===== config.mk =====
export PLATFORM = sky130hd
export DESIGN_NAME = ntt_stage_ctrl
export DESIGN_NICKNAME = d
export VERILOG_FILES = /design/src/rtl/ntt_pkg.sv /design/src/rtl/ntt_wb_delay.sv /design/src/rtl/ntt_stage_ctrl.sv
export SDC_FILE = /design/constraint.sdc
export NUM_CORES = 1
export LEC_CHECK = 0
export BUFFER_PORTS_ARGS = -buffer_cell sky130_fd_sc_hd__buf_4
export CAP_MARGIN = 25
export CELL_PAD_IN_SITES_DETAIL_PLACEMENT = 1
export CELL_PAD_IN_SITES_GLOBAL_PLACEMENT = 1
export CORE_ASPECT_RATIO = 0.5
export CORE_MARGIN = 5
export CORE_UTILIZATION = 40
export CTS_BUF_LIST = sky130_fd_sc_hd__clkbuf_8
export DETAILED_ROUTE_END_ITERATION = 6
export PLACE_DENSITY_LB_ADDON = 0.1
export SLEW_MARGIN = 20
export SYNTH_ARGS = -nofsm -noshare
export SYNTH_HDL_FRONTEND = slang
export SYNTH_SLANG_ARGS = --single-unit

===== constraint.sdc =====
create_clock -name clk_i -period 4 [get_ports clk_i]
set_clock_uncertainty 0.05 [all_clocks]
set_input_delay 0.2 -clock clk_i [delete_from_list [all_inputs] [get_ports clk_i]]
set_output_delay 0.2 -clock clk_i [all_outputs]
set_load 0.005 [all_outputs]

===== src/rtl/ntt_pkg.sv =====
// Purpose: shared types and constants for the NTT stage controller.
// Contents: FSM state enum, twiddle-offset helper, pass/issue-count helpers.
// Used by: ntt_stage_ctrl.
package ntt_pkg;

    typedef enum logic [1:0] {
        ST_IDLE  = 2'd0,
        ST_RUN   = 2'd1,
        ST_DRAIN = 2'd2,
        ST_FIN   = 2'd3
    } state_e;

    // Start of the twiddle block for radix-4 pass s: 1 + 4 + ... + 4^(s-1).
    // Equals (4^s-1)/3. The loop has a fixed bound so it unrolls cleanly.
    function automatic int tw_offset(input int s);
        int off;
        off = 0;
        for (int i = 0; i < 8; i++) begin
            if (i < s) off = off * 4 + 1;
        end
        return off;
    endfunction

    // Number of passes: radix-4 passes plus one radix-2 pass for odd N_LOG.
    function automatic int nstg_f(input int n_log);
        return n_log / 2 + n_log % 2;
    endfunction

    // Issues per pass: N/4 butterflies, one per bank address.
    function automatic int ncyc_f(input int n_log);
        return 1 << (n_log - 2);
    endfunction

endpackage


===== src/rtl/ntt_wb_delay.sv =====
// Purpose: DEPTH-stage shift register carrying {valid, addr} for write-back.
// Latency: exactly DEPTH cycles; shifts every cycle.
// Backpressure: none; the line never stalls, so output timing is fixed.
// Ports: clk_i, rst_ni (async active-low), vld_i/addr_i in, vld_o/addr_o out.
module ntt_wb_delay #(
    parameter int DEPTH  = 2,
    parameter int ADDR_W = 6
) (
    input  logic              clk_i,
    input  logic              rst_ni,
    input  logic              vld_i,
    input  logic [ADDR_W-1:0] addr_i,
    output logic              vld_o,
    output logic [ADDR_W-1:0] addr_o
);

    logic [DEPTH-1:0]             vld_q;
    logic [DEPTH-1:0][ADDR_W-1:0] addr_q;

    always_ff @(posedge clk_i or negedge rst_ni) begin
        if (!rst_ni) begin
            vld_q  <= '0;
            addr_q <= '0;
        end else begin
            vld_q[0]  <= vld_i;
            addr_q[0] <= addr_i;
            for (int i = 1; i < DEPTH; i++) begin
                vld_q[i]  <= vld_q[i-1];
                addr_q[i] <= addr_q[i-1];
            end
        end
    end

    assign vld_o  = vld_q[DEPTH-1];
    assign addr_o = addr_q[DEPTH-1];

endmodule


===== src/rtl/ntt_stage_ctrl.sv =====
// Purpose: pass sequencer and address generator feeding the compact butterfly.
// Latency: issue outputs follow state combinationally; write-back lags issue by BF_LAT.
// Backpressure: hold_i freezes issue in RUN; drain and write-back ignore it.
// Ports: clk_i, rst_ni (async active-low), start_i, hold_i; sel_o, ien_o,
//        rd_addr_o, tw_addr_o, stage_o, wb_en_o, wb_addr_o, busy_o, done_o.
// Option: NTT_STAGE_CTRL_PERF_EN adds perf_cycles_o / perf_stalls_o counters.
module ntt_stage_ctrl
    import ntt_pkg::*;
#(
    parameter int N_LOG  = 8,
    parameter int BF_LAT = 2,
    parameter int ADDR_W = N_LOG - 2,
    parameter int TW_W   = N_LOG
) (
    input  logic              clk_i,
    input  logic              rst_ni,
    input  logic              start_i,
    input  logic              hold_i,
    output logic              sel_o,
    output logic              ien_o,
    output logic [ADDR_W-1:0] rd_addr_o,
    output logic [TW_W-1:0]   tw_addr_o,
    output logic [3:0]        stage_o,
    output logic              wb_en_o,
    output logic [ADDR_W-1:0] wb_addr_o,
    output logic              busy_o,
`ifdef NTT_STAGE_CTRL_PERF_EN
    output logic [15:0]       perf_cycles_o,
    output logic [15:0]       perf_stalls_o,
`endif
    output logic              done_o
);

    localparam int R4    = N_LOG / 2;
    localparam int DRN_W = (BF_LAT > 1) ? $clog2(BF_LAT) : 1;

    localparam logic [ADDR_W-1:0] LAST_CNT = ADDR_W'(ncyc_f(N_LOG) - 1);
    localparam logic [DRN_W-1:0]  LAST_DRN = DRN_W'(BF_LAT - 1);
    localparam logic [3:0]        NSTG_4   = 4'(nstg_f(N_LOG));

    state_e             state_q, state_d;
    logic [ADDR_W-1:0]  cnt_q, cnt_d;
    logic [3:0]         stage_q, stage_d;
    logic [DRN_W-1:0]   drn_q, drn_d;
    logic               ien;
    logic               done;
    logic               busy;

    always_ff @(posedge clk_i or negedge rst_ni) begin
        if (!rst_ni) begin
            state_q <= ST_IDLE;
            cnt_q   <= '0;
            stage_q <= '0;
            drn_q   <= '0;
        end else begin
            state_q <= state_d;
            cnt_q   <= cnt_d;
            stage_q <= stage_d;
            drn_q   <= drn_d;
        end
    end

    always_comb begin
        state_d = state_q;
        cnt_d   = cnt_q;
        stage_d = stage_q;
        drn_d   = drn_q;
        ien     = 1'b0;
        done    = 1'b0;
        unique case (state_q)
            ST_IDLE: begin
                if (start_i) begin
                    state_d = ST_RUN;
                    cnt_d   = '0;
                    stage_d = '0;
                end
            end
            ST_RUN: begin
                if (!hold_i) begin
                    ien   = 1'b1;
                    cnt_d = cnt_q + ADDR_W'(1);
                    if (cnt_q == LAST_CNT) begin
                        state_d = ST_DRAIN;
                        drn_d   = '0;
                    end
                end
            end
            ST_DRAIN: begin
                // Wait out the butterfly so the next pass never reads a bank
                // word whose write-back is still in flight.
                drn_d = drn_q + DRN_W'(1);
                if (drn_q == LAST_DRN) begin
                    cnt_d   = '0;
                    stage_d = stage_q + 4'd1;
                    state_d = (stage_q + 4'd1 == NSTG_4) ? ST_FIN : ST_RUN;
                end
            end
            ST_FIN: begin
                done    = 1'b1;
                stage_d = '0;
                state_d = ST_IDLE;
            end
            default: state_d = ST_IDLE;
        endcase
    end

    assign busy = (state_q == ST_RUN) || (state_q == ST_DRAIN);

    // Radix-4 pass s uses twiddle group cnt >> (ADDR_W-2s); once 2s reaches
    // ADDR_W every butterfly has its own twiddle. The radix-2 tail pass
    // indexes its block linearly.
    int tw_off;
    int tw_sh;
    int tw_sum;

    always_comb begin
        tw_off = tw_offset(int'(stage_q));
        tw_sh  = ADDR_W - 2 * int'(stage_q);
        if (tw_sh < 0) tw_sh = 0;
        if (int'(stage_q) < R4) tw_sum = tw_off + (int'(cnt_q) >> tw_sh);
        else                    tw_sum = tw_off + int'(cnt_q);
    end

    assign tw_addr_o = busy ? tw_sum[TW_W-1:0] : '0;
    assign sel_o     = busy && (int'(stage_q) < R4);
    assign ien_o     = ien;
    assign rd_addr_o = cnt_q;
    assign stage_o   = stage_q;
    assign busy_o    = busy;
    assign done_o    = done;

    ntt_wb_delay #(
        .DEPTH  (BF_LAT),
        .ADDR_W (ADDR_W)
    ) u_wb_delay (
        .clk_i  (clk_i),
        .rst_ni (rst_ni),
        .vld_i  (ien),
        .addr_i (cnt_q),
        .vld_o  (wb_en_o),
        .addr_o (wb_addr_o)
    );

`ifdef NTT_STAGE_CTRL_PERF_EN
    logic [15:0] perf_cyc_q;
    logic [15:0] perf_stl_q;

    always_ff @(posedge clk_i or negedge rst_ni) begin
        if (!rst_ni) begin
            perf_cyc_q <= '0;
            perf_stl_q <= '0;
        end else if (state_q == ST_IDLE && start_i) begin
            perf_cyc_q <= '0;
            perf_stl_q <= '0;
        end else begin
            if (busy && perf_cyc_q != 16'hFFFF)
                perf_cyc_q <= perf_cyc_q + 16'd1;
            if (state_q == ST_RUN && hold_i && perf_stl_q != 16'hFFFF)
                perf_stl_q <= perf_stl_q + 16'd1;
        end
    end

    assign perf_cycles_o = perf_cyc_q;
    assign perf_stalls_o = perf_stl_q;
`endif

endmodule


Word-level counts from Yosys, hierarchy flattened
Cells that the tools add are included.
{ "word_totals": {"reg_bits": 27, "input_bits": 4} }
{ "classes": {"add_sub_neg": 13, "n_lt_le_gt_ge": 10, "n_eq_ne": 9, "n_shift": 1, "muxes": 30, "n_reduce_logical": 10} }
{ "op_table": {"columns": ["operator", "count"], "rows": [
  ["$mux 8", 7],
  ["$add 8x2->8 const B", 5],
  ["$mux 32", 1],
  ["$shr 6x32->8", 1],
  ["$mux 6", 3],
  ["$pmux 6 s3", 1],
  ["$lt 3x4->1 const A", 4],
  ["$mux 4", 3],
  ["$pmux 4 s3", 1],
  ["$mux 2", 5],
  ["$add 8x7->8", 1],
  ["$add 8x8->8", 1],
  ["$lt 1x4->1 const A", 2],
  ["$lt 2x4->1 const A", 2],
  ["$ne 2x2->1 const B", 4],
  ["$pmux 2 s4", 1],
  ["$reduce_and 4->1", 2],
  ["$add 6x1->7 const B", 1],
  ["$mux 7", 1],
  ["$add 6x1->6 const B", 1],
  ["$eq 6x6->1 const B", 1],
  ["$lt 6x1->1 const B", 1],
  ["$mux 1", 6],
  ["$reduce_and 3->1", 2],
  ["14 further kinds", 16]
]} }

Longest topological paths before layout
Gate-level depths: netlist of the first run.
{ "depth": {"ltp_word": 19, "mapped_depth": 15, "ltp_nobuf": 14} }

By module
Synthesis of the first run repeated with hierarchy kept, for this count alone.
{ "unflattened": {"cells_unflattened": 187, "area_unflattened_um2": 1710.4} }
{ "by_module_without_submodules": {"columns": ["module", "instances", "cells_each", "area_per_inst_um2", "seq_area_each_um2"], "rows": [
  ["ntt_stage_ctrl", 1, 167, 1315.0, 325.3],
  ["ntt_wb_delay", 1, 20, 395.4, 350.3]
]} }

Worst setup path after synthesis of the first run
Ideal clock, no wire load.
{ "synth_path": {"path_type": "flip-flop to output port", "startpoint": "register stage_q[3], in the netlist stage_o[3]", "endpoint": "output tw_addr_o[6]", "t_arrival_ns": 2.751, "required_ns": 3.750, "path_slack_ns": 0.999, "path_stages_with_launch": 15, "n_path_buf": 1, "path_cell_list": "dfrtp_1 -> clkbuf_1 -> inv_1 -> ha_1 -> nor3b_1 -> a22oi_1 -> mux2_2 -> o22ai_1 -> ha_1 -> ha_1 -> nand2_1 -> nand2_1 -> o311ai_1 -> o2bb2ai_1 -> mux2i_1"} }
{ "synth_between": {"elab_chain_cells": 15, "elab_cells_between_ends": 32, "cone_classes": "add/sub (10); order compare (10); shift (1); mux (11)"} }
{ "synth_lines": {"columns": ["element", "line_no", "text"], "rows": [
  ["from (decl)", "ntt_stage_ctrl.sv:43", "logic [3:0] stage_q, stage_d;"],
  ["from (signal assigned)", "ntt_stage_ctrl.sv:58", "stage_q <= stage_d;"],
  ["$lt 1x4->1", "ntt_pkg.sv:19", "if (i < s) off = off * 4 + 1;"],
  ["$mux 1", "ntt_pkg.sv:19", null],
  ["$mux 4 / $add 3x1->4 (equally long branches)", "ntt_pkg.sv:19", null],
  ["$mux 7, or another cell as far along", "ntt_pkg.sv:19", null],
  ["$add 8x2->8, or another cell as far along", "ntt_pkg.sv:19", null],
  ["$mux 8, or another cell as far along", "ntt_pkg.sv:19", null],
  ["$add 8x2->8 / $mux 8 (equally long branches)", "ntt_pkg.sv:19", null],
  ["$mux 8 / $add 8x2->8 (equally long branches)", "ntt_pkg.sv:19", null],
  ["$add 8x2->8 / $mux 8 (equally long branches)", "ntt_pkg.sv:19", null],
  ["$mux 8 / $add 8x2->8 (equally long branches) (2 in series)", "ntt_pkg.sv:19", null],
  ["$mux 8", "ntt_pkg.sv:19", null],
  ["$add 8x7->8 / $add 8x8->8 (equally long branches)", "ntt_stage_ctrl.sv:121, ntt_stage_ctrl.sv:120", null],
  ["$mux 8 *", "ntt_stage_ctrl.sv:120", "if (int'(stage_q) < R4) tw_sum = tw_off + (int'(cnt_q) >> tw_sh);"],
  ["$mux 8 *", "ntt_stage_ctrl.sv:124", "assign tw_addr_o = busy ? tw_sum[TW_W-1:0] : '0;"],
  ["to (decl)", "ntt_stage_ctrl.sv:22", "output logic [TW_W-1:0] tw_addr_o,"]
]} }
Every way passes the cells marked *; elsewhere a longest branch is shown, timed or not.

Worst setup path in the final report of the first run
{ "layout_path": {"startpoint": "register stage_q[2], in the netlist stage_o[2]", "endpoint": "output tw_addr_o[6]"} }
Same word-level chain as after synthesis.

==> results of run 1 <==
==> stage by stage <==
step / utilization / hold WS [ns] / area (um2)
2_1_floorplan: - / -0.146 / 1770
3_3_place_gp: 0.463 / 0.0816 / 2010
3_5_place_dp: 0.463 / 0.0846 / 2010
4_1_cts: 0.476 / 0.0580 / 2070
5_1_grt: 0.478 / 0.0536 / 2070
6_report: 0.478 / 0.0729 / 2070
==> routing by layer <==
| metal | vias up | routed length, um |
|---|---|---|
| met5 | - | 0 |
| met4 | 0 | 25 |
| met3 | 2 | 148 |
| met2 | 24 | 2080 |
| met1 | 720 | 2190 |
| li1 | 719 | - |
==> layout make-up <==
cell class                      instances  area (um2)
Sequential cell                        27         677
Multi-Input combinational cell        143         981
Clock buffer                            3        41.3
Clock inverter                          1        7.51
Timing Repair Buffer                   33         250
Fill cell                             524        2270
Inverter                               12        45.0
Tap cell                               57        71.3
==> sequential cells by signal, indices dropped and copies added, names as in the netlist <==
register,cells
rd_addr_o,6
stage_o,4
state_q,2
u_wb_delay.vld_q,2
u_wb_delay.addr_q,6
drn_q,1
u_wb_delay.addr_o,6
==> cell usage after synthesis (2+ instances only) <==
cell	instances	area, um2
sky130_fd_sc_hd__and2_1	7	43.8
sky130_fd_sc_hd__buf_4	8	60.1
sky130_fd_sc_hd__nand2b_1	10	62.6
sky130_fd_sc_hd__or2_2	2	12.5
sky130_fd_sc_hd__nand2_1	22	82.6
sky130_fd_sc_hd__inv_1	12	45.0
sky130_fd_sc_hd__nor2_1	10	37.5
sky130_fd_sc_hd__clkbuf_1	3	11.3
sky130_fd_sc_hd__o21ai_0	15	75.1
sky130_fd_sc_hd__a22oi_1	2	15.0
sky130_fd_sc_hd__and2_2	2	15.0
sky130_fd_sc_hd__nor3b_1	3	22.5
sky130_fd_sc_hd__nand4_1	2	12.5
sky130_fd_sc_hd__nand3_1	8	40.0
sky130_fd_sc_hd__a21oi_1	7	35.0
sky130_fd_sc_hd__dfrtp_1	27	676
sky130_fd_sc_hd__ha_1	14	175
sky130_fd_sc_hd__xnor2_1	3	26.3
sky130_fd_sc_hd__or3_1	2	12.5
sky130_fd_sc_hd__o22ai_1	2	12.5
sky130_fd_sc_hd__xor2_1	2	17.5
sky130_fd_sc_hd__o31ai_1	3	22.5
sky130_fd_sc_hd__nor2b_1	2	12.5
sky130_fd_sc_hd__mux2i_1	2	20.0
sky130_fd_sc_hd__nor3_1	4	20.0
==> where the power goes <==
part / internal, uW / switching [uW]
Combinational: 186 / 258
Sequential: 321 / 50.5
Clock: 70.5 / 82.0
Total: 577 / 390
==> path summary, 6_finish.rpt <==
| kind | end | slack [ns] |
|---|---|---|
| setup reg to reg | rd_addr_o[5] | 2.00 |
| hold / removal | u_wb_delay.vld_q[0] | 0.07 |
| setup / recovery | tw_addr_o[6] | 0.33 |
| hold reg to reg | u_wb_delay.addr_o[4] | 0.31 |
| max in group asynchronous | stage_o[3] | 3.31 |
| min in group asynchronous | u_wb_delay.vld_q[1] | 0.32 |
==> what timing repair did <==
item,in CTS,in global routing
endpoints found under the setup margin,0,2
hold buffers,1,0
resized for setup,0,2
buffers inserted,0,0
endpoints found under the hold margin,27,0
==> kinds of logic after synthesis <==
kind of cell	Yosys count
AO/OA/AOI/OAI	45
XOR/XNOR	5
adder cells (fa/ha/maj)	14
buffers and inverters	23
flip-flops	27
multiplexers	3
AND/OR/NAND/NOR	76
==> results.txt, run 1 <==
The run finished with clean final reports. Walking the worst path, the cells encountered are inv_1 -> ha_1 -> nand2b_1 -> nand2_1 -> a22oi_1 -> mux2_2 -> o22ai_1 -> ha_1 -> ha_1 -> nand2_1 -> nand2_1 -> o311ai_1 -> o2bb2ai_1 -> mux2i_1 -> buf_4. By startpoint and endpoint, the worst setup path is classified as register to output pin.

The number of design rule violations left after detail routing is 0. For this design, the slowest cell found on the critical path is sky130_fd_sc_hd__dfrtp_1. The layout cell share with drive strength beyond 1 is 0.219. Of all flip-flops after synthesis, the portion carrying an async set or reset was 1.00. The number of antenna violations at the first check in global routing came out at 0. The worst path buffer plus inverter count came out at 2. The worst-case vdd ir drop came out at 0.150 mV. From bottom edge to top edge, the die measures 57.0 um. The number of CTS-inserted buffers is 3. The hold violation count in the final report is 0. The fmax is 0.272 GHz. The via total after detailed routing came out at 1465. The detailed placer's ending HPWL is 3410 um.

The area growth from synthesis to layout is 17.3%. The maximum net fanout on the critical path came out at 7. For met3 alone, demand over resource in global routing was 0.0305.

After synthesis the cells add up to 1770 um2. The launch point of the critical path is stage_o[2]. Clock tree synthesis found a total of 27 sinks. In the synthesized netlist the dominant register cell turns out to be sky130_fd_sc_hd__dfrtp_1. The global-route wire length before repair is 7730 um. The mean area per synthesized cell is 9.16 um2.

The library cells used most frequently in the layout, excluding fill and tap cells, are sky130_fd_sc_hd__buf_4 (32), sky130_fd_sc_hd__dfrtp_1 (26), sky130_fd_sc_hd__nand2_1 (22). The number of setup violations in the final report came out at 0. The count of flip-flops with a built-in enable after synthesis came out at 0. The instance count after placement with tap cells included is 271. In the global route stage, overall resource usage came out at 0.154. The fraction of the cycle the final worst path needs is 0.918.

The adder and majority gate portion of the synthesized area is 0.0991. In this run the critical register-to-register path is launched from state_q[1]. The worst setup path is launched from a register.

The residual antenna-violating net count after detailed routing came out at 0. Entering global routing, the biggest net connects 28 pins. Measured along the x axis, the die boundary spans 104 um. Of the total synthesized cell area, the portion taken by XOR and XNOR cells is 0.0248. The multiplexer share of the synthesized area is 0.0177.

The mean routed wirelength per cell came out at 16.1 um. The number of buffers between clock root and the deepest sink is 2. The total core area is 4340 um2.

The die area is 5930 um2. The routed wire length came out at 4450 um. The worst hold path begins at hold_i. The global-route met2 utilization came out at 0.269. The instance count on the critical path came out at 15. The clock reaches the later pin of the worst-skew pair after 0.27 ns.

In the global route stage, met1 resource usage came out at 0.204. Prior to clock tree synthesis, the placed netlist has a worst setup slack of 0.415 ns. The number of cell rows came out at 17. The share of synthesized cell area in and, or, nand and nor gates came out at 0.224. The total inserted antenna cells is 0. In this run the number of H-tree levels came out at 1. Setup repair after global routing left no endpoint under its margin.

Leaving out fill and tap cells, the most frequent cell in the layout is sky130_fd_sc_hd__buf_4. During I/O placement, the number of pins put on the boundary was 33. The first TritonRoute pass finished after 4 iterations. The critical path required time came out at 3.75 ns.

The CTS root buffer is sky130_fd_sc_hd__clkbuf_8. The post-synthesis cell type count is 44. The power density relative to cell area is 467 nW/um2. TritonCTS built the clock tree. The largest single stage delay on the critical path is 0.47 ns. The transition time at the pin with the least slew margin came out at 0.535 ns. The initial core utilization is 0.407. In this run the most used layer during global routing was met2. The number of vias per cell after detailed routing is 5.31.

STA classifies the critical path endpoint as an output pin. The count of state elements after synthesis came out at 27. The first routing iteration left 37 violations.

The compound-gate portion of the synthesized area came out at 0.187. The net count after synthesis is 211. For this run, the number of standard cells in the final layout without fillers is 276. The via count of the first global-routing pass came out at 1572. The sequential cell area fraction in the yosys report is 0.382. The total leakage power is 0.000988 uW. The tightest min-delay check is of the primary input to register type. The max-slew headroom at the worst pin is 0.641. The congestion estimate from routability-driven global placement came to 0.798. After synthesis, the largest family of logic cells by area is simple AND/OR/NAND/NOR gates. The worst path setup slack after routing came out at 0.327 ns. Counting instances, the worst hold path has a depth of 2. The number of cells on the worst reg-to-reg path is 7.

The number of pins with negative max-slew slack in the final report was 0. The total chip power is 967 uW. The synthesized netlist cell count came out at 193. The max-capacitance violation count is 0.

The data arrival time of the worst path is 3.42 ns. Broken down by cell family, the worst path's largest delay share belongs to adder cells. The clock transition time at the flip-flop clock pins of the worst setup and hold paths is 0.09 ns.

The post-route setup TNS is 0 ns. Summed over all layers, the global routing overflow is 0. The count of synthesis-stage warnings from yosys came out at 0.

The port buffer count is 32. The number of nets in the finished design is 238. The final critical delay including setup and external delays is 3.67 ns.
(Power assumes the default switching activity.)
==> run 2: changes to the inputs <==
--- a/config.mk
+++ b/config.mk
@@ -17,2 +17,3 @@
 export PLACE_DENSITY_LB_ADDON = 0.1
+export SETUP_SLACK_MARGIN = 0.1
 export SLEW_MARGIN = 20
==> constraint.sdc (replaced) <==
create_clock -name clk_i -period 4 [get_ports clk_i]
set_clock_uncertainty 0.05 [all_clocks]
set_input_delay 0.6 -clock clk_i [delete_from_list [all_inputs] [get_ports clk_i]]
set_output_delay 0.6 -clock clk_i [all_outputs]
set_load 0.005 [all_outputs]
==> run 2 against run 1 <==
Utilization up 2.5 points. Sequential share of layout area down 1.6 points. Critical path depth unchanged. Clock power about the same. Cell count up 2.5%. Maximum frequency down 1.3%. Largest cell class unchanged. Worst hold slack better by 0.10 ns. Non-clock buffer count up 7.
==> results.txt, run 2 (synthesized netlist as in run 1, its figures left out) <==
The run finished with clean final reports. The die area was 5930 um2 (unchanged). The insertion delay of the later-clocked pin in the worst-skew pair came out at 0.27 ns (about the same). The number of buffers added to fix hold violations after cts is 0 (-1).

The die extent in x is 104 um (unchanged). The pin count of the biggest net entering global routing was 28 (unchanged). The kind of critical path is register to output pin. The critical path required time is 3.35 ns (-0.40 ns). The number of cell rows is 17 (unchanged). The first-iteration detailed-routing DRC count came to 46 (+24%).

The global-route wire length before repair is 7380 um (-4.5%). The hold violation count in the final report came out at 0 (unchanged). The total leakage power was 0.00103 uW (+4.0%). The cell sitting at the root of the clock tree is a sky130_fd_sc_hd__clkbuf_8.

The total inserted antenna cells is 0 (unchanged). The most common cell after layout, fill and taps aside is sky130_fd_sc_hd__buf_4. The top-level I/O count was 33 (unchanged). The via total after detailed routing came to 1529 (+4.4%).

The worst setup path is launched from a register. The H-tree depth came out at 1 (unchanged). Setup repair after global routing could not meet its margin everywhere. The highest cell delay on the worst timing path came to 0.43 ns (-0.04 ns).

The power density relative to cell area came out at 447 nW/um2 (-4.2%). The max-slew headroom at the worst pin is 0.619 (-0.0218). The routability-driven placement congestion ratio is 0.777 (-2.6%). Among the stages of the critical path, the cell type that occurs most often is sky130_fd_sc_hd__nand2_1. The worst path setup slack after routing was 0.278 ns (-0.0484 ns).

The final critical delay including setup and external delays is 3.72 ns (+0.0484 ns). The maximum net fanout on the critical path is 5 (-2). The vertical die dimension is 57.0 um (unchanged). The number of design rule violations left after detail routing came out at 0 (unchanged). The critical-path cell with the highest stage delay is sky130_fd_sc_hd__dfrtp_1. The routed wire length came out at 4390 um (-1.3%). TritonCTS built the clock tree.

The number of antenna violations at the first check in global routing is 0 (unchanged). The via count of the first global-routing pass is 1533 (-2.5%). The library cells used most frequently in the layout, excluding fill and tap cells, are sky130_fd_sc_hd__buf_4 (40), sky130_fd_sc_hd__dfrtp_1 (26), sky130_fd_sc_hd__nand2_1 (22). The port buffer count is 32 (unchanged). The number of vias per cell after detailed routing came to 5.40 (+1.8%). The layout cell share with drive strength beyond 1 is 0.288 (+0.0684).

The mean routed wirelength per cell is 15.5 um (-3.7%). The transition time at the pin with the least slew margin was 0.568 ns (+0.0325 ns). The data arrival time of the worst path came out at 3.07 ns (-0.35 ns).

The post-route setup TNS is 0 ns (unchanged). The signal on the critical path passes through inv_4 -> ha_4 -> nand2b_1 -> nand2_1 -> a22oi_1 -> mux2_2 -> o22ai_4 -> ha_2 -> ha_1 -> nand2_1 -> nand2_1 -> o311ai_1 -> o2bb2ai_1 -> mux2i_1 -> buf_4. The fraction of the cycle the final worst path needs came out at 0.930 (+0.0121). The number of fill cells in the layout came out at 514 (-1.9%). The max-capacitance violation count was 0 (unchanged).

The detailed placer's ending HPWL came out at 3370 um (-1.4%). The worst-case vdd ir drop is 0.174 mV (+16%). The all-layer global routing usage came to 0.149 (-0.00503). The number of sinks driven by the clock tree is 27 (unchanged). The clock transition time at the flip-flop clock pins of the worst setup and hold paths came to 0.09 ns (about the same).

The number of nets in the finished design is 245 (+2.9%). The total core area was 4340 um2 (unchanged). The total congestion overflow after global routing is 0 (unchanged). The pre-CTS setup slack is 0.0962 ns (-0.319 ns).

STA classifies the critical path endpoint as an output pin. The first-pass iteration count of the detailed router came out at 4 (unchanged). The number of buffers between clock root and the deepest sink is 2 (unchanged).

The fmax is 0.269 GHz (-1.3%). The number of setup violations in the final report is 0 (unchanged). The number of pins with negative max-slew slack in the final report came out at 0 (unchanged). The residual antenna-violating net count after detailed routing came to 0 (unchanged). The layout-stage area growth over the synthesis result is 23.5%. The initial core utilization is 0.407 (unchanged). The number of CTS-inserted buffers came to 3 (unchanged).

The worst hold path belongs to the class primary input to async pin.
==> run 2: path summary, 6_finish.rpt <==
check	start	end	slack (ns)	cells after the start
hold reg to reg	u_wb_delay.addr_q[0]	u_wb_delay.addr_o[0]	0.30	0
min in group clk_i	u_wb_delay.addr_q[0]	u_wb_delay.addr_o[0]	0.30	0
setup reg to reg	rd_addr_o[0]	state_q[1]	2.02	6
hold / removal	rst_ni	state_q[1]	0.17	1
max in group asynchronous	rst_ni	stage_o[3]	3.46	1
setup / recovery	stage_o[2]	tw_addr_o[6]	0.28	15
==> run 2: timing repair <==
action	in CTS	in global routing
gates resized for setup	3	13
pin swaps	1	1
setup buffers	1	3
setup endpoints to repair	5	4
==> run 2: area by class of cell <==
class | count | area (um2) | share of cell area
clock buffers | 3 | 41.3 | 0.0189
flip-flops and latches | 27 | 677 | 0.310
repair buffers | 40 | 300 | 0.138
well taps | 57 | 71.3 | 0.0327
inverters | 12 | 47.5 | 0.0218
clock inverters | 1 | 7.51 | 0.00344
multi-input cells | 143 | 1040 | 0.476
==> run 2: layer usage <==
metal | global-route usage | share of wire
met3 | 0.0271 | 0.043
met4 | 0.0295 | 0.011
met2 | 0.246 | 0.46
met1 | 0.209 | 0.49
met5 | 0 | 0
==> run 2: report_power, final <==
| group | internal [uW] | leakage [uW] | switching, uW |
|---|---|---|---|
| logic | 195 | 0.000641 | 269 |
| registers | 321 | 0.000365 | 36.6 |
| clock network | 70.7 | 0.0000217 | 84.2 |
==> run 2: worst max-delay path: cells and delay by family (launching register included) <==
kind | cells | cell delay, ns
flip-flops | 1 | 0.43
AO/OA/AOI/OAI | 4 | 0.59
AND/OR/NAND/NOR | 4 | 0.40
multiplexers | 2 | 0.52
buffers and inverters | 2 | 0.25
adder cells (fa/ha/maj) | 3 | 0.61
==> run 2: stage by stage <==
stage | cell area [um2] | instances | hold slack, ns | util | total power [uW]
finish | 2180 | 283 | 0.174 | 0.503 | 976
global route | 2180 | 283 | 0.195 | 0.503 | 1060
CTS | 2100 | 280 | 0.183 | 0.484 | 980
detailed placement | 2040 | 275 | 0.286 | 0.470 | 821
global placement | 2040 | 275 | 0.282 | 0.470 | 808
floorplan | 1770 | 193 | 0.254 | - | 645
==> run 3: changes to the inputs <==
- ABC_CLOCK_PERIOD_IN_PS: not set -> 4000
- CORE_ASPECT_RATIO: 0.5 -> 0.9
==> run 3 against run 2 <==
Die area shrank 1.3%. Largest cell class unchanged. Global-route usage grew 1.7 points. Cell count grew 1.4%. First-iteration DRC count grew 8.7%. Non-clock buffer count shrank 1.
==> results.txt, run 3 (synthesized netlist as in run 1, its figures left out) <==
The flow ran to the end, and the final reports show no timing, DRC or antenna violations. The detailed placer's ending HPWL came out at 3530 um (+5.0%). The vertical die dimension came out at 73.1 um (+28%). The H-tree depth is 1 (unchanged). The critical path goes through ha_1 -> nand2b_2 -> o21ai_0 -> a21o_1 -> a22o_1 -> nand2_1 -> ha_1 -> nand2_1 -> o41ai_4 -> a41oi_2 -> nor4_2 -> buf_4. The die extent in x came to 80.1 um (-23%). The instance count after placement with tap cells included is 278 (+1.1%).

The first-iteration detailed-routing DRC count came out at 50 (+8.7%). TritonCTS built the clock tree. The first-pass iteration count of the detailed router is 4 (unchanged). The number of vias per cell after detailed routing came out at 5.28 (-2.4%). The number of sinks driven by the clock tree came out at 27 (unchanged). The number of CTS-inserted buffers came out at 3 (unchanged). The total core area is 4370 um2 (+0.81%). The total leakage power came to 0.00102 uW (-0.58%). The number of buffers added to fix hold violations after cts came out at 0 (unchanged). The CTS root buffer is sky130_fd_sc_hd__clkbuf_8.

The power dissipated by switching net loads came to 397 uW (+1.9%). The clock network fraction of design power is 0.163 (+0.004). The fmax is 0.268 GHz (-0.13%). The area used by sequential logic in the layout was 678 um2 (+0.18%).

Leaving out fill and tap cells, the most frequent cells in the layout are sky130_fd_sc_hd__buf_4 (39), sky130_fd_sc_hd__dfrtp_1 (25), sky130_fd_sc_hd__nand2_1 (22). The via total after detailed routing is 1514 (-0.98%). The worst hold slack is 0.169 ns (-0.00450 ns). The number of setup violations in the final report is 0 (unchanged). The data arrival time of the worst path came out at 3.08 ns (about the same).

The via count of the first global-routing pass came to 1576 (+2.8%). The port buffer count is 32 (unchanged). The internal portion of total power came to 590 uW (+0.61%). The final critical delay including setup and external delays came out at 3.73 ns (+0.00475 ns).

Setup repair after global routing could not meet its margin everywhere. The total non-filler cell area in the finished layout was 2170 um2 (-0.74%). The number of antenna violations at the first check in global routing came out at 0 (unchanged). The worst-case vdd ir drop is 0.270 mV (+55%). The highest cell delay on the worst timing path is 0.44 ns (about the same).

The max-capacitance violation count is 0 (unchanged). The number of buffers between clock root and the deepest sink came to 2 (unchanged). The critical path required time is 3.35 ns (about the same). The number of fill cells in the layout came out at 523 (+1.8%).

The number of nets in the finished design was 244 (-0.41%). The initial core utilization came to 0.404 (-0.00326). The routability-driven placement congestion ratio came out at 0.809 (+4.1%). The mean routed wirelength per cell came to 16.1 um (+3.8%). The combinational share of power is 0.474 (about the same).

The area of the multi-input gates was 1020 um2 (-1.6%). The layout cell share with drive strength beyond 1 came out at 0.284 (-0.00317). The max-slew headroom at the worst pin is 0.624 (+0.00477). The number of pins with negative max-slew slack in the final report is 0 (unchanged).

The path category of the worst min-delay check is primary input to async pin. The worst setup path is captured at an output pin. The clock transition time at the flip-flop clock pins of the worst setup and hold paths is 0.10 ns (about the same).

The die area came out at 5850 um2 (-1.3%). The placement-stage cell area is 2030 um2 (-0.43%). The net switching share of the total power came out at 0.402 (+0.00308). The count of placed standard cells in the final layout, fillers left out is 287 (+1.4%).

The total inserted antenna cells came out at 0 (unchanged). The power density relative to cell area came out at 456 nW/um2 (+1.9%). The terminus of the critical flop-to-flop path is state_q[1]. The setup slack on the worst flop-to-flop path came out at 2.06 ns (+0.04 ns). The worst path buffer plus inverter count is 1 (-1). The path depth of the worst reg2reg path came out at 6 (unchanged). The insertion delay of the later-clocked pin in the worst-skew pair was 0.28 ns (about the same). The routed wire length was 4620 um (+5.2%). The number of design rule violations left after detail routing is 0 (unchanged). The layout-stage area growth over the synthesis result is 22.6%. The all-layer global routing usage came out at 0.166 (+0.0165). The slowest stage of the critical path belongs to the cell sky130_fd_sc_hd__dfrtp_2. The total congestion overflow after global routing was 0 (unchanged). The global-route wire length before repair is 7790 um (+5.5%). On the critical path the largest part of the delay comes from compound AO/OA/AOI/OAI gates. The residual antenna-violating net count after detailed routing came to 0 (unchanged). The hold violation count in the final report was 0 (unchanged). The pin count of the biggest net entering global routing is 28 (unchanged). The post-route setup TNS was 0 ns (unchanged). The number of cell rows came out at 23 (+6). The fraction of the cycle the final worst path needs came out at 0.932 (+0.00119).

By startpoint and endpoint, the worst setup path is classified as register to output pin. The relative contribution of sequential cells to total power was 0.364 (-0.002). The transition time at the pin with the least slew margin is 0.561 ns (-0.00710 ns).

The top-level I/O count came out at 33 (unchanged). In this run the critical register-to-register path is launched from rd_addr_o[0]. STA classifies the critical path startpoint as a register. The library cell used most frequently in the layout, excluding fill and tap cells, is sky130_fd_sc_hd__buf_4.

The maximum net fanout on the critical path came out at 7 (+2).
-- run 3: layer usage --
metal	GRT usage	vias to the layer above	routed length [um]
met3	0.0284	6	125
met2	0.286	23	2220
met1	0.222	749	2210
li1	-	736	-
met4	0.0263	0	57
met5	0	-	0
-- run 3: worst max path at each step --
| stage | slack, ns | cells after the start | start | to |
|---|---|---|---|---|
| 6_report | 0.27 | 12 | stage_o[0] | tw_addr_o[7] |
| 2_1_floorplan | 0.60 | 14 | stage_o[3] | tw_addr_o[6] |
| 5_1_grt | 0.08 | 12 | stage_o[0] | tw_addr_o[7] |
| 3_3_place_gp | 0.25 | 14 | stage_o[3] | tw_addr_o[6] |
| 3_5_place_dp | 0.15 | 14 | stage_o[3] | tw_addr_o[6] |
| 4_1_cts | 0.12 | 12 | stage_o[0] | tw_addr_o[7] |
-- run 3: area by class of cell --
| cell class | instances | area share |
|---|---|---|
| Multi-Input combinational cell | 143 | 0.472 |
| Sequential cell | 27 | 0.313 |
| Timing Repair Buffer | 39 | 0.135 |
| Tap cell | 62 | 0.0358 |
| Inverter | 12 | 0.0219 |
| Clock buffer | 3 | 0.0191 |
| Clock inverter | 1 | 0.00346 |
-- run 3: stage by stage --
step | utilization | power [uW] | setup slack [ns]
after floorplan | - | 645 | 0.599
final | 0.495 | 987 | 0.273
after global routing | 0.495 | 1080 | 0.0765
after detailed placement | 0.464 | 821 | 0.146
after CTS | 0.481 | 988 | 0.123
after global placement | 0.464 | 802 | 0.248
-- run 3: power by group through the flow --
| stage | sequential (uW) | combinational (uW) | clock [uW] |
|---|---|---|---|
| final | 359 | 468 | 161 |
| after CTS | 364 | 456 | 167 |
| after global routing | 365 | 531 | 181 |
| after floorplan | 355 | 290 | 0 |
| after detailed placement | 368 | 452 | 0 |
| after global placement | 365 | 437 | 0 |
-- run 3: what timing repair did --
action                                  4_1_cts  5_1_grt
pin swaps                                     0        1
buffers inserted                              2        3
resized for setup                             4        9
endpoints found under the setup margin        5        4
